File: src/rtl/serial_sub_pkg.sv
// serial_sub_pkg: FSM state type and counter sizing for serial_subtractor
package serial_sub_pkg;
  typedef enum logic [1:0] {IDLE, BUSY, DONE} state_t;
  function automatic int cnt_w(input int n);
    return $clog2(n);
  endfunction
endpackage

File: src/rtl/full_adder.sv
// full_adder: one-bit full adder cell
module full_adder (
  input  logic a,
  input  logic b,
  input  logic ci,
  output logic co,
  output logic sum
);
  assign sum = a ^ b ^ ci;
  assign co  = (a & b) | (ci & (a ^ b));
endmodule

File: src/rtl/serial_subtractor.sv
// serial_subtractor: bit-serial d = a - b - bin through one full_adder, LSB first
// SERIAL_SUB_OVF_EN adds the registered signed-overflow output ovf
module serial_subtractor
  import serial_sub_pkg::*;
#(
  parameter int N = 8
) (
  input  logic         clk,
  input  logic         rst_n,
  input  logic         in_valid,
  output logic         in_ready,
  input  logic [N-1:0] a,
  input  logic [N-1:0] b,
  input  logic         bin,
  output logic         out_valid,
  input  logic         out_ready,
  output logic [N-1:0] d,
  output logic         bout
`ifdef SERIAL_SUB_OVF_EN
  ,output logic        ovf
`endif
);
  localparam int CW = cnt_w(N);
  localparam logic [CW-1:0] LAST = CW'(N - 1);
  state_t        state;
  logic [N-1:0]  sa, sb;
  logic          c, co, s;
  logic [CW-1:0] cnt;
  full_adder u_fa (.a(sa[0]), .b(sb[0]), .ci(c), .co(co), .sum(s));
  assign in_ready  = state == IDLE;
  assign out_valid = state == DONE;
  // subtraction as a + ~b + ~bin; borrow-out is the inverted final carry
  always_ff @(posedge clk or negedge rst_n) begin
    if (!rst_n) begin
      state <= IDLE;
      sa    <= '0;
      sb    <= '0;
      c     <= 1'b0;
      cnt   <= '0;
      d     <= '0;
      bout  <= 1'b0;
    end else if (state == IDLE && in_valid) begin
      sa    <= a;
      sb    <= ~b;
      c     <= ~bin;
      cnt   <= '0;
      state <= BUSY;
    end else if (state == BUSY) begin
      sa  <= sa >> 1;
      sb  <= sb >> 1;
      d   <= {s, d[N-1:1]};
      c   <= co;
      cnt <= cnt + CW'(1);
      if (cnt == LAST) begin
        bout  <= ~co;
        state <= DONE;
      end
    end else if (state == DONE && out_ready) begin
      state <= IDLE;
    end
  end
`ifdef SERIAL_SUB_OVF_EN
  // on the MSB edge c still holds the carry into the MSB
  always_ff @(posedge clk or negedge rst_n) begin
    if (!rst_n) ovf <= 1'b0;
    else if (state == BUSY && cnt == LAST) ovf <= c ^ co;
  end
`endif
endmodule

File: config.mk
export PLATFORM = sky130hd
export DESIGN_NAME = serial_subtractor
export DESIGN_NICKNAME = d
export VERILOG_FILES = /design/src/rtl/serial_sub_pkg.sv /design/src/rtl/full_adder.sv /design/src/rtl/serial_subtractor.sv
export SDC_FILE = /design/constraint.sdc
export NUM_CORES = 1
export LEC_CHECK = 0
export BUFFER_PORTS_ARGS = -buffer_cell sky130_fd_sc_hd__buf_2
export CORE_ASPECT_RATIO = 0.5
export CORE_MARGIN = 2
export CORE_UTILIZATION = 32
export CTS_BUF_LIST = sky130_fd_sc_hd__clkbuf_2
export DETAILED_ROUTE_END_ITERATION = 6
export GPL_ROUTABILITY_DRIVEN = 0
export GPL_TIMING_DRIVEN = 0
export PLACE_DENSITY = 0.55
export SYNTH_ARGS = -nofsm -noshare
export SYNTH_HDL_FRONTEND = slang
export SYNTH_SLANG_ARGS = --single-unit
File: constraint.sdc
create_clock -name clk -period 1.39 [get_ports clk]
set_input_delay 0.0695 -clock clk [delete_from_list [all_inputs] [get_ports clk]]
set_output_delay 0.0695 -clock clk [all_outputs]
set_load 0.05 [all_outputs]
==> results.json <==
{
  "cp_data_arrival_time_ns": 1.29,
  "worst_path_max_delay_cell": "sky130_fd_sc_hd__dfrtp_1",
  "cts_tree": "yes",
  "worst-path-max-fanout": 7,
  "die_height_um": 52.11,
  "post-synth-top-area-cell": "sky130_fd_sc_hd__dfrtp_1",
  "synth_top_family_by_area": "compound AO/OA/AOI/OAI gates",
  "clockBufferDepth": 2,
  "setup-violations-final": 0,
  "vias_per_cell": 5.063,
  "synth.top_cells.by_area": "sky130_fd_sc_hd__dfrtp_1 (52%), sky130_fd_sc_hd__mux2_2 (6.1%), sky130_fd_sc_hd__a221o_1 (5.4%)",
  "yosysWarnings": 0,
  "io_buffer_count": 31,
  "final_antenna_net_count": 0,
  "dpl-instance-area_um2": 1710,
  "fraction_of_the_yosys_area_taken_by_sequential_cells": 0.5236,
  "static-leakage-power_nw": 0.8641,
  "critical_path.endpoint_type": "output port",
  "avgSynthCellArea_um2": 11.22,
  "synth_seq_cells": 31,
  "p_per_area_nw_per_um2": 2194,
  "final_common_cell": "sky130_fd_sc_hd__buf_2",
  "antenna-diode-count": 0,
  "initial_utilization": 0.3348,
  "worst_setup_hold_path_clk_slew_ns": 0.16,
  "drt_drc_violations_left": 0,
  "first_global_vias": 1193,
  "core_region_area_um2": 4424,
  "run_status": "complete, no violations",
  "crit_start": "state[0]",
  "adder_cell_share_of_the_synthesized_area": 0.03041,
  "timing_hold_violations_final": 0,
  "route.detailed.wl_per_inst_um": 14.58,
  "worst_r2r_startpoint": "c",
  "hold_path.startpoint": "a[5]",
  "worstSkewPairLatency_ns": 0.37,
  "finalSetupTns_ns": 0,
  "stdcell_area_um2": 1896,
  "hp-class": "input pin to flip-flop",
  "worst_slew_pin_slew_ns": 0.7006,
  "synth-simple-area-share": 0.09966,
  "syn_to_final_growth_pct": 27.96,
  "count_of_final_max_slew_check_failures": 0,
  "timing.final.crit_share": 0.9802,
  "post_synth_inst_count": 132,
  "crit_required_ns": 1.32,
  "critical_path_class": "flip-flop to output port",
  "min_period_ns": 1.362,
  "final_core_utilization": 0.4285,
  "worst_path_most_repeated_cell": "sky130_fd_sc_hd__buf_6",
  "whs_ns": 0.06944,
  "placement_rows": 17,
  "initial_antenna_violation_count": 0,
  "synth-xor-area-share": 0,
  "total_routed_wirelength_mm": 3.455,
  "floorplan.io_pins": 32,
  "synth.mux.area_fraction": 0.06081,
  "grt_overflow_total": 0,
  "netlist.area_leader.share": 0.5236,
  "layout_cells_sized_above_1": 0.4222,
  "cts_htree_levels": 2,
  "drt-initial-drc-count": 36,
  "synth_nets": 156,
  "commonest_non_fill_non_tap_cells_in_the_layout": "sky130_fd_sc_hd__buf_2 (33), sky130_fd_sc_hd__dfrtp_1 (31), sky130_fd_sc_hd__nand2_1 (11)",
  "vdd_drop_max_mv": 0.6122,
  "synth_compound_area_frac": 0.2247,
  "cell_area_after_synthesis_um2": 1481,
  "crit_path_cell_trace": "buf_6 -> buf_8 -> nor2_4 -> buf_6",
  "final.setup_skew_ns": 0.01780,
  "nets": 205,
  "globalRouteTotalUtil": 0.1507,
  "grt_first_pass_wirelength_mm": 5.816,
  "max_cap_viol_count": 0,
  "timing.slew.headroom": 0.5330,
  "design_power_total_mw": 4.159,
  "num_vias": 1200,
  "fmax_ghz": 0.7340,
  "critPathLaunchType": "flip-flop",
  "fp.dieW_um": 100.2,
  "largest_net_degree_at_the_start_of_global_routing": 32,
  "cts.root.buffer_cell": "sky130_fd_sc_hd__clkbuf_2",
  "ys_types": 24,
  "unrepaired_setup_endpoints_after_global_routing": "true",
  "floorplan.die_area_um2": 5223,
  "cp_slowest_stage_delay_ns": 0.40,
  "post-dp-hpwl_mm": 2.289,
  "numCtsBuffers": 5,
  "first_pass_iters": 4,
  "clock_sinks": 31
}
## final timing paths
| path | end | slack, ns | cells after the start |
|---|---|---|---|
| worst max-delay path | in_ready | 0.03 | 4 |
| worst min-delay path | sa[5] | 0.07 | 4 |
| worst max register to register | c | 0.04 | 2 |
| worst min register to register | bout | 0.50 | 2 |
| max in group asynchronous | d[1] | 0.66 | 2 |
| min in group asynchronous | sa[7] | 0.25 | 2 |
## cell usage after synthesis, drive strengths merged
cell type  count
a21oi          7
nor3           7
buf           10
nand3b         1
a22o           2
o21ai          9
dfrtp         31
nand2b         1
nor2          10
ha             2
inv            2
clkbuf         3
nand2         11
o31ai          8
nor2b          2
a221o          8
fa             1
o21a           1
mux2           8
o41ai          1
o221a          7
## registers in the layout, indices dropped and copies added, names as in the netlist
| signal | cells |
|---|---|
| d | 8 |
| sa | 8 |
| sb | 8 |
| cnt | 3 |
| state | 2 |
| bout | 1 |
| c | 1 |
## worst max-delay path, delay by kind of cell (launching register included)
| family | cells | cell delay, ns |
|---|---|---|
| flip-flops | 1 | 0.40 |
| AND/OR/NAND/NOR | 1 | 0.10 |
| buffers and inverters | 3 | 0.42 |
## cell families after synthesis
logic type               count (synthesis)
AO/OA/AOI/OAI                           43
AND/OR/NAND/NOR                         32
buffers and inverters                   15
flip-flops                              31
adder cells (fa/ha/maj)                  3
multiplexers                             8
## where the power goes
part           internal, mW  total, mW  switching (mW)
clock                 0.114      0.406           0.292
combinational         0.972       2.18            1.21
sequential             1.28       1.57           0.292
## repair_timing
action	in CTS	in global routing
setup endpoints to repair	4	7
setup buffers	4	5
hold endpoints to repair	34	0
resized for setup	17	4
pin swaps	0	1
hold buffers	4	0
## per-layer routing
layer	vias up	routed length [um]	GRT usage
met5	-	0	0
li1	585	-	-
met4	0	57	0.06849
met3	8	187	0.04435
met2	28	1560	0.2304
met1	579	1649	0.1992
## stage by stage
stage / setup slack, ns / cells
floorplan: 0.01782 / 132
global placement: 0.04355 / 220
detailed placement: 0.02601 / 220
finish: 0.02753 / 237
CTS: 0.005467 / 232
global route: -0.03005 / 237
## final cells by class
| cell class | instances | area, um^2 |
|---|---|---|
| Buffer | 11 | 98.84 |
| Clock buffer | 6 | 30.03 |
| Fill cell | 451 | 2529 |
| Inverter | 2 | 10.01 |
| Multi-Input combinational cell | 86 | 630.6 |
| Sequential cell | 31 | 775.7 |
| Tap cell | 57 | 71.32 |
| Timing Repair Buffer | 44 | 279.0 |
(Power assumes the default switching activity.)
